File: config.mk
export PLATFORM = sky130hd
export DESIGN_NAME = swap_sequencer
export DESIGN_NICKNAME = d
export VERILOG_FILES = /design/src/rtl/swap_sequencer.sv
export SDC_FILE = /design/constraint.sdc
export NUM_CORES = 1
export LEC_CHECK = 0
export ABC_CLOCK_PERIOD_IN_PS = 3300
export CAP_MARGIN = 20
export CORE_UTILIZATION = 54
export DETAILED_ROUTE_END_ITERATION = 12
export PLACE_DENSITY = 0.76
export REMOVE_ABC_BUFFERS = 1
export SETUP_SLACK_MARGIN = 0.3
export SLEW_MARGIN = 20
export SYNTH_ARGS = -nofsm -noshare
export SYNTH_HDL_FRONTEND = slang
export SYNTH_SLANG_ARGS = --single-unit
File: constraint.sdc
create_clock -name clk_i -period 3.3 [get_ports clk_i]
set_input_delay 0.825 -clock clk_i [delete_from_list [all_inputs] [get_ports clk_i]]
set_output_delay 0.825 -clock clk_i [all_outputs]
set_load 0.01 [all_outputs]
File: src/rtl/swap_sequencer.sv
// swap_sequencer: command stage ahead of a swap-capable register file.
// Requests (register pair A/B) are queued in a small FIFO, validated, and then
// issued one at a time: addresses held, a single swap pulse, stall for the
// swap duration, then a done pulse. CPU writes are gated while stalled.
//
// Ports:
//   clk_i, rst_ni            clock (rising edge), asynchronous active-low reset
//   req_valid_i/req_ready_o  request handshake; ready depends only on FIFO fill
//   req_a_i, req_b_i         register pair to exchange
//   addr_a_o, addr_b_o       register file Addr_A / Addr_B
//   swap_o                   one-cycle swap start pulse
//   cpu_we_i, cpu_we_o       CPU write enable in, gated write enable out
//   stall_o                  high while a swap is in flight
//   done_o, err_o            one-cycle completion / rejection pulses
//   swap_cnt_o               saturating count of completed swaps
module swap_sequencer #(
  parameter int unsigned DEPTH    = 4,
  parameter int unsigned SWAP_LAT = 3,
  parameter int unsigned CNT_W    = 16
) (
  input  logic             clk_i,
  input  logic             rst_ni,
  input  logic             req_valid_i,
  output logic             req_ready_o,
  input  logic [4:0]       req_a_i,
  input  logic [4:0]       req_b_i,
  output logic [4:0]       addr_a_o,
  output logic [4:0]       addr_b_o,
  output logic             swap_o,
  input  logic             cpu_we_i,
  output logic             cpu_we_o,
  output logic             stall_o,
  output logic             done_o,
  output logic             err_o,
  output logic [CNT_W-1:0] swap_cnt_o
);

  localparam int unsigned PtrW  = (DEPTH > 1) ? $clog2(DEPTH) : 1;
  localparam int unsigned FillW = $clog2(DEPTH + 1);
  localparam int unsigned LatW  = (SWAP_LAT > 1) ? $clog2(SWAP_LAT + 1) : 1;

  typedef enum logic [1:0] {StIdle, StIssue, StWait, StDone} state_e;

  state_e            state_q, state_d;
  logic [LatW-1:0]   wait_q, wait_d;
  logic [4:0]        addr_a_q, addr_a_d, addr_b_q, addr_b_d;
  logic              swap_q, swap_d, done_q, done_d, err_q, err_d;
  logic [CNT_W-1:0]  cnt_q, cnt_d;

  logic [9:0]        mem_q [DEPTH];
  logic [PtrW-1:0]   wr_ptr_q, rd_ptr_q;
  logic [FillW-1:0]  fill_q, fill_d;
  logic              full, empty, push, pop;
  logic [4:0]        head_a, head_b;

  assign full   = (fill_q == FillW'(DEPTH));
  assign empty  = (fill_q == '0);
  assign push   = req_valid_i && !full;
  assign head_a = mem_q[rd_ptr_q][9:5];
  assign head_b = mem_q[rd_ptr_q][4:0];

  always_comb begin
    fill_d = fill_q;
    if (push && !pop) begin
      fill_d = fill_q + FillW'(1);
    end else if (pop && !push) begin
      fill_d = fill_q - FillW'(1);
    end
  end

  // FIFO storage needs no reset; fill count alone defines validity.
  always_ff @(posedge clk_i) begin
    if (push) begin
      mem_q[wr_ptr_q] <= {req_a_i, req_b_i};
    end
  end

  always_ff @(posedge clk_i or negedge rst_ni) begin
    if (!rst_ni) begin
      wr_ptr_q <= '0;
      rd_ptr_q <= '0;
      fill_q   <= '0;
    end else begin
      if (push) wr_ptr_q <= wr_ptr_q + PtrW'(1);
      if (pop)  rd_ptr_q <= rd_ptr_q + PtrW'(1);
      fill_q <= fill_d;
    end
  end

  always_comb begin
    state_d  = state_q;
    wait_d   = wait_q;
    addr_a_d = addr_a_q;
    addr_b_d = addr_b_q;
    err_d    = 1'b0;
    pop      = 1'b0;
    case (state_q)
      StIdle: begin
        if (!empty) begin
          pop      = 1'b1;
          addr_a_d = head_a;
          addr_b_d = head_b;
          // r0 is the swap temporary, so it can never be a swap operand.
          if ((head_a == head_b) || (head_a == '0) || (head_b == '0)) begin
            err_d = 1'b1;
          end else begin
            state_d = StIssue;
          end
        end
      end
      StIssue: begin
        wait_d  = LatW'(SWAP_LAT - 1);
        state_d = StWait;
      end
      StWait: begin
        if (wait_q == '0) begin
          state_d = StDone;
        end else begin
          wait_d = wait_q - LatW'(1);
        end
      end
      StDone: begin
        state_d = StIdle;
      end
      default: begin
        state_d = StIdle;
      end
    endcase

    // Pulses are registered from the next state so they align with it.
    swap_d = (state_d == StIssue);
    done_d = (state_d == StDone);
    cnt_d  = cnt_q;
    if ((state_d == StDone) && (cnt_q != '1)) begin
      cnt_d = cnt_q + CNT_W'(1);
    end
  end

  always_ff @(posedge clk_i or negedge rst_ni) begin
    if (!rst_ni) begin
      state_q  <= StIdle;
      wait_q   <= '0;
      addr_a_q <= '0;
      addr_b_q <= '0;
      swap_q   <= 1'b0;
      done_q   <= 1'b0;
      err_q    <= 1'b0;
      cnt_q    <= '0;
    end else begin
      state_q  <= state_d;
      wait_q   <= wait_d;
      addr_a_q <= addr_a_d;
      addr_b_q <= addr_b_d;
      swap_q   <= swap_d;
      done_q   <= done_d;
      err_q    <= err_d;
      cnt_q    <= cnt_d;
    end
  end

  assign req_ready_o = !full;
  assign addr_a_o    = addr_a_q;
  assign addr_b_o    = addr_b_q;
  assign swap_o      = swap_q;
  assign done_o      = done_q;
  assign err_o       = err_q;
  assign swap_cnt_o  = cnt_q;
  assign stall_o     = (state_q == StIssue) || (state_q == StWait);
  assign cpu_we_o    = cpu_we_i && !stall_o;

endmodule

### Word level (Yosys, flattened, before mapping)

Memory sizes are Yosys's and may differ from the RTL's.
Cells that the tools add are included.

| word-level totals | value |
|---|---|
| bits of input ports | 14 |
| register bits | 40 |
| memories kept | 1 |
| word-level logic and storage cells | 64 |
| output and inout port bits | 32 |
| memory bits (writable) | 40 |

Memories:

| name | depth | bits a word | read ports | clocked after Yosys merged registers in | write ports | line | text |
|---|---|---|---|---|---|---|---|
| mem_q | 4 | 10 | 1 | 0 | 1 | 50 | `logic [9:0] mem_q [DEPTH];` |

| cells by class | value |
|---|---|
| $add $sub $neg | 6 |
| reduce and logical (&&, ||, !) cells | 21 |
| muxes and demuxes | 15 |
| bitwise operators | 1 |
| equality and inequality tests | 9 |

Operator list:

| cell | count |
|---|---|
| $add A16 B1 Y16 const B | 1 |
| $ne A16 B16 Y1 const B | 1 |
| $logic_not A5 Y1 | 2 |
| $mux W2 | 4 |
| $pmux W2 S4 | 1 |
| $mux W1 | 7 |
| $eq A2 B2 Y1 const B | 3 |
| $mux W3 | 2 |
| $eq A5 B5 Y1 | 1 |
| $logic_and A1 B1 Y1 | 5 |
| $add A2 B1 Y2 const B | 2 |
| $eq A2 B1 Y1 const B | 2 |
| $logic_not A1 Y1 | 4 |
| $logic_not A2 Y1 | 2 |
| $pmux W2 S2 | 1 |
| $reduce_and A2 Y1 | 2 |
| $reduce_bool A2 Y1 | 2 |
| $add A3 B1 Y3 const B | 1 |
| $eq A3 B3 Y1 const B | 1 |
| $logic_not A3 Y1 | 1 |
| $logic_or A1 B1 Y1 | 3 |
| $sub A3 B1 Y3 const B | 1 |
| $ne A2 B2 Y1 const B | 1 |
| $sub A2 B1 Y2 const B | 1 |
| $not A1 Y1 | 1 |

### Depth between registers and ports, before layout

Gate-level depths: netlist of the first run.
An unclocked memory read counts as a cell.

| logic depth | value |
|---|---|
| depth after elaboration | 9 |
| depth in mapped cells | 11 |
| depth with buffers taken out | 10 |

### Worst setup path before layout of the first run

OpenSTA, ideal clock, no wires.

| timing path | value |
|---|---|
| path kind | flip-flop to flip-flop |
| from | reg rd_ptr_q[0] |
| to | reg cnt_q[1] (netlist: swap_cnt_o[1]) |
| path buffers | 1 |
| period minus slack after synthesis | 2482 ps |
| setup slack | 818 ps |
| arrival time | 2357 ps |
| cell stages (with the launch flop) | 8 |
| library setup time | 125 ps |
| data required time | 3175 ps |
| path through | dfrtp_1 -> buf_6 -> mux4_2 -> or4_1 -> o22a_2 -> o211ai_4 -> a21oi_2 -> mux2_4 |

| between the ends | value |
|---|---|
| word-level cells in the longest chain between the ends | 9 |
| elaborated cells between the ends (all ways) | 11 |
| those cells by class | eq/ne: 2; mux: 3; reduce/logical: 5; memory: 1 |

Ends and longest elaborated chain:

| item | line | text |
|---|---|---|
| start: declaration | 51 | `logic [PtrW-1:0] wr_ptr_q, rd_ptr_q;` |
| start signal: assignment | 85 | `if (pop) rd_ptr_q <= rd_ptr_q + PtrW'(1);` |
| $mem_v2 Z4 W10 (*) | -- |  |
| $eq A5 B5 Y1 / $logic_not A5 Y1 (equally long branches) | 104 | `if ((head_a == head_b) \|\| (head_a == '0) \|\| (head_b == '0)) begin` |
| $logic_or A1 B1 Y1 | 104 |  |
| $logic_or A1 B1 Y1 (*) | 104 |  |
| $mux W2 (*) | 104 |  |
| $mux W2 (*) | 99 | `if (!empty) begin` |
| $pmux W2 S4 (*) | 97 | `case (state_q)` |
| $eq A2 B2 Y1 (*) | 134 | `if ((state_d == StDone) && (cnt_q != '1)) begin` |
| $logic_and A1 B1 Y1 (*) | 134 |  |
| end signal: assignment | 157 | `cnt_q <= cnt_d;` |
| end: declaration | 48 | `logic [CNT_W-1:0] cnt_q, cnt_d;` |

Mark *: on every way between the ends. The rest lies on a longest branch, timed or not.
A chain may end at the register's enable or synchronous reset.

### Worst setup path after layout of the first run

Ends and elaborated chain as after synthesis.

==> results of run 1 <==
## metal layers
layer	GRT usage, %	vias to the layer above	part of all wire [%]
met5	0	-	0
met3	5.60	10	4.4
li1	-	994	-
met2	31.2	65	49
met4	9.12	0	1.5
met1	26.6	1035	45
## worst register-to-register path: stages (launching register included)
cell and delay (ps):
dfrtp_1 450, buf_4 250, mux4_2 580, or4_1 540, o22a_2 260, o211ai_4 200, a21oi_2 150, mux2_4 310
## placed cells by master, fill, tap and decap left out, types with 6 or more instances in the layout
cell,instances
and3_1,7
clkbuf_8,9
clkdlybuf4s50_1,44
inv_1,10
nor2_1,6
dfrtp_1,40
ha_1,10
a211oi_1,9
edfxtp_1,40
mux4_2,9
xor2_1,15
xnor2_1,11
nand2_1,45
## cells in the mapped netlist, drive strengths merged
master / instances / area share, %
nand2: 45 / 4.9
dfrtp: 40 / 29
edfxtp: 40 / 35
xor2: 15 / 3.8
inv: 11 / 1.2
xnor2: 11 / 2.8
ha: 10 / 3.6
mux4: 10 / 6.6
a211oi: 9 / 1.9
and3: 7 / 1.3
nor2: 6 / 0.65
clkbuf: 5 / 0.54
a2111oi: 4 / 1.0
a21oi: 4 / 0.79
nand3: 4 / 0.58
and2: 3 / 0.54
mux2: 3 / 1.2
nor2b: 3 / 0.54
buf: 2 / 0.65
nand4: 2 / 0.36
o21ai: 2 / 0.29
or4: 2 / 0.43
and4: 1 / 0.25
fa: 1 / 0.58
nand2b: 1 / 0.18
nor3: 1 / 0.14
o211ai: 1 / 0.61
o22a: 1 / 0.29
o22ai: 1 / 0.18
o31a: 1 / 0.25
o31ai: 1 / 0.22
or3: 1 / 0.18
## power groups by stage
stage	sequential [mW]	combinational (mW)	clock, mW
2_1_floorplan	1.58	0.990	0
3_3_place_gp	1.54	1.57	0
3_5_place_dp	1.55	1.60	0
4_1_cts	1.53	1.61	0.668
5_1_grt	1.56	1.76	0.712
6_report	1.52	1.60	0.656
## worst paths after layout
| kind | to | slack [ps] | cells after the start |
|---|---|---|---|
| min reg2reg | addr_a_o[0] | 480 | 2 |
| min in group asynchronous | swap_o | 590 | 1 |
| min | addr_a_o[0] | 480 | 2 |
| max in group asynchronous | swap_cnt_o[3] | 2150 | 1 |
| max reg2reg | swap_cnt_o[1] | 450 | 7 |
| max | swap_cnt_o[1] | 450 | 7 |
## flip-flops by register name, indices dropped and copies added, names as in the netlist, 2 cells and up
register,cells
mem_q,40
wait_q,2
addr_b_o,5
fill_q,3
state_q,2
rd_ptr_q,2
swap_cnt_o,16
wr_ptr_q,2
addr_a_o,5
## stage by stage
stage	setup slack (ps)	hold slack, ps	std cells
2_1_floorplan	469	464	241
3_3_place_gp	524	458	364
3_5_place_dp	477	461	364
4_1_cts	451	482	380
5_1_grt	327	523	380
6_report	453	479	380
## logic make-up (layout without fill, tap and decap cells)
logic type | after synthesis | after routing | synth area share, %
multiplexers | 13 | 13 | 7.79
XOR/XNOR | 26 | 26 | 6.57
AND/OR/NAND/NOR | 76 | 76 | 9.99
flip-flops | 80 | 80 | 63.5
AO/OA/AOI/OAI | 24 | 24 | 5.59
buffers and inverters | 18 | 75 | 2.38
adder cells (fa/ha/maj) | 11 | 11 | 4.18
## final cells by class
cell class,count,area [um2],area share [%]
Timing Repair Buffer,48,468,11.2
Tap cell,75,93.8,2.25
Inverter,11,41.3,0.991
Clock inverter,7,55.1,1.32
Sequential cell,80,2200,52.8
Clock buffer,9,124,2.97
Multi-Input combinational cell,150,1180,28.4
==> flow_summary.ini, run 1 <==
[routing]
drt_iter0_drc = 104
viasPerCell = 5.54
drc = 0
ant_nets = 0
vias = 2104
first_pass_iters = 4
post_drt_wl_per_cell_um = 15.6
wl_mm = 5.94

[layout]
layout-drive-gt1-share_pct = 11.8
area_delta_synth_final_pct = 20.2
final_util_pct = 68.8
nNetsFinal = 325
diodes = 0
fin_area_um2 = 4170
num-fill-cells = 424

[placement]
dp_hpwl_mm = 4.13
dpl-instance-area_um2 = 3990
portBuffers = 45
routabilityCongestion = 0.816

[floorplanning]
die_h_um = 82.1
initial_core_util_pct = 57.2
dieArea_um2 = 6750
row_count = 28
io_pins = 46
coreArea_um2 = 6060
fp.dieW_um = 82.1

[worst_setup_path]
path_cells = buf_4, mux4_2, or4_1, o22a_2, o211ai_4, a21oi_2, mux2_4
crit_buf_inv = 1
cp.arrival_ps = 3090
max_stage_delay_ps = 570
critPathRequiredTime_ps = 3540
cp_slowest_cell = mux4_2
reg2reg_from = rd_ptr_q[0]
critPathLaunchType = flip-flop
worstSetupPathType = flip-flop to flip-flop
cp_max_fo = 16
cp_top_family = multiplexers
worst_setup_path_end_kind = flip-flop
critPathLaunch = rd_ptr_q[0]

[min_path]
hp-class = flip-flop to flip-flop
hold_path.startpoint = addr_a_o[0]

[timing]
skew_ps = 6.96
fmax_mhz = 351
min_period_over_period_pct = 86.3
worstMarginPinSlew_ps = 897
min_period_ps = 2850
finalHoldViolCount = 0
slew_headroom_pct = 40.2
finalSetupTns_ps = 0
maxSlewViolCount = 0
grt_setup_unrepaired = no
finalSetupViolCount = 0

[synthesis]
yosysWarnings = 0
netlist_instances = 248
synth.distinct_cells = 37
avgSynthCellArea_um2 = 14.0
ys_seq_area_share_pct = 63.5
yosys_register_bits = 80
synth_area_um2 = 3470

[cts]
cts_root_buffer = clkbuf_8
cts_tree = yes
cts.sinks = 80
postCtsSetupBuffers = 0
path_clk_slew_ps = 80
clk_path_buf_depth = 2
cts_buffers = 9
postCtsHoldBufs = 0
cts_max_level = 3
ctsResizeCount = 0
clock_latency_ps = 350

[power]
switching_share_pct = 37.1
p_int_mw = 2.38
leakage_nw = 1.71
clockPowerShare_pct = 17.3
power.density_nw_per_um2 = 907
p_seq_share_pct = 40.3
finalPower_mw = 3.78
p_sw_mw = 1.40
ir_drop_mv = 0.559
pwr-share-comb_pct = 42.3

[global_routing]
grt_max_degree = 41
grt-ovfl-total = 0
grt_pass1_vias = 2018
grt_first_pass_wirelength_mm = 9.62
track_usage_pct = 20.1
antenna_found_initial = 0

[status]
outcome = finished clean

[job]
max-cap-violations = 0
Power figures use the tool's default switching activity.
==> run 2, diff against run 1 <==
--- a/config.mk
+++ b/config.mk
@@ -7,11 +7,12 @@
 export LEC_CHECK = 0
 export ABC_CLOCK_PERIOD_IN_PS = 3300
 export CAP_MARGIN = 20
-export CORE_UTILIZATION = 54
+export CORE_UTILIZATION = 51
 export DETAILED_ROUTE_END_ITERATION = 12
-export PLACE_DENSITY = 0.76
+export PLACE_DENSITY = 0.73
 export REMOVE_ABC_BUFFERS = 1
 export SETUP_SLACK_MARGIN = 0.3
+export SKIP_LAST_GASP = 1
 export SLEW_MARGIN = 20
 export SYNTH_ARGS = -nofsm -noshare
 export SYNTH_HDL_FRONTEND = slang
==> run 2 against run 1 <==
The run now ends with DRC left. Wire length increased by 0.49%. Register-to-register slack improved by 140 ps. Sequential share of layout area decreased by 0.32 points. Clock skew increased by 3.7 ps. Critical path type is now primary input to output port.
==> flow_summary.ini, run 2 (same netlist as run 1, synthesis figures left out) <==
[status]
outcome = complete, but fails checks
failed_checks = DRC

[placement]
placed_cells = 368
portBuffers = 45
dp_hpwl_mm = 4.25
dpl-instance-area_um2 = 4010
routabilityCongestion = 0.772

[floorplanning]
die_h_um = 84.5
coreArea_um2 = 6460
initial_core_util_pct = 53.7
row_count = 29
fp.dieW_um = 84.5
dieArea_um2 = 7130
io_pins = 46

[power]
finalPower_mw = 3.81
leakage_nw = 1.73
power.density_nw_per_um2 = 910
ir_drop_mv = 0.411

[cts]
postCtsSetupBuffers = 0
clock_latency_ps = 350
cts_tree = yes
cts_root_buffer = clkbuf_8
path_clk_slew_ps = 80
clk_path_buf_depth = 2
ctsResizeCount = 0
cts.sinks = 80
cts_max_level = 3
cts_buffers = 9
postCtsHoldBufs = 0

[layout]
top_register = mem_q
num-fill-cells = 504
diodes = 0
largest_reg_flops = 40
fin_area_um2 = 4190
layout_common_cells = nand2_1, clkdlybuf4s50_1, dfrtp_1, edfxtp_1, xor2_1
area_delta_synth_final_pct = 20.9
layout_commonest_cell = nand2_1
fin_cells = 384
layout-drive-gt1-share_pct = 12.7
nNetsFinal = 327

[routing]
post_drt_wl_per_cell_um = 15.5
viasPerCell = 5.38
ant_nets = 0
drc = 5
first_pass_iters = 9
drt_iter0_drc = 87
wl_mm = 5.97
vias = 2066

[global_routing]
antenna_found_initial = 0
grt-ovfl-total = 0
grt_first_pass_wirelength_mm = 10.3
grt_max_degree = 41
grt_pass1_vias = 2186
track_usage_pct = 19.1

[timing]
min_period_ps = 2770
grt_setup_unrepaired = no
worstMarginPinSlew_ps = 886
slew_headroom_pct = 41.0
finalSetupViolCount = 0
finalSetupTns_ps = 0
finalHoldViolCount = 0
skew_ps = 10.6
maxSlewViolCount = 0
min_period_over_period_pct = 83.9
fmax_mhz = 361
holdWs_ps = 478

[worst_setup_path]
critPathRequiredTime_ps = 2470
worstSetupPathType = primary input to output port
cp.arrival_ps = 1940
cp_max_fo = 1
worst_setup_path_end_kind = output port
critPathLaunchType = primary input

[job]
max-cap-violations = 0

[min_path]
hp-class = flip-flop to flip-flop
==> run 2: final timing paths <==
kind	endpoint	startpoint	slack, ps	depth (start not counted)
setup / recovery	cpu_we_o	cpu_we_i	530	3
hold / removal	addr_a_o[3]	addr_a_o[3]	480	2
setup reg to reg	swap_cnt_o[1]	rd_ptr_q[0]	590	7
hold reg to reg	addr_a_o[3]	addr_a_o[3]	480	2
max in group asynchronous	fill_q[1]	rst_ni	2140	1
min in group asynchronous	wait_q[0]	rst_ni	600	1
==> run 2: cell type report <==
class,count,area [um2],share of cell area [%]
clock buffer,9,124,2.95
inverter,11,41.3,0.985
sequential,80,2200,52.5
clock inverter,7,62.6,1.49
tap,77,96.3,2.30
timing repair buffer,50,483,11.5
multi-input combinational,150,1180,28.2
==> run 2: report_power, final <==
group / internal (mW) / total, mW / switching, mW
sequential: 1.34 / 1.52 / 0.177
combinational: 0.773 / 1.63 / 0.854
clock: 0.290 / 0.668 / 0.377
total: 2.41 / 3.81 / 1.41
==> run 2: per-stage QoR <==
step / utilization, % / worst slack (ps)
5_1_grt: 64.9 / 482
3_3_place_gp: 62.0 / 547
3_5_place_dp: 62.0 / 522
4_1_cts: 64.9 / 516
2_1_floorplan: - / 469
6_report: 64.9 / 530
==> run 2: critical path, cell delays in order <==
cell and delay (ps):
clkdlybuf4s50_1 450, nor2b_1 120, clkdlybuf4s50_1 540
==> run 2: per-layer routing <==
| metal | GRT usage (%) | part of all wire (%) | vias to the layer above |
|---|---|---|---|
| met5 | 0 | 0 | - |
| met4 | 10.0 | 2.2 | 0 |
| met3 | 4.13 | 4.2 | 12 |
| met2 | 31.7 | 50 | 50 |
| met1 | 23.8 | 43 | 1008 |
| li1 | - | - | 996 |
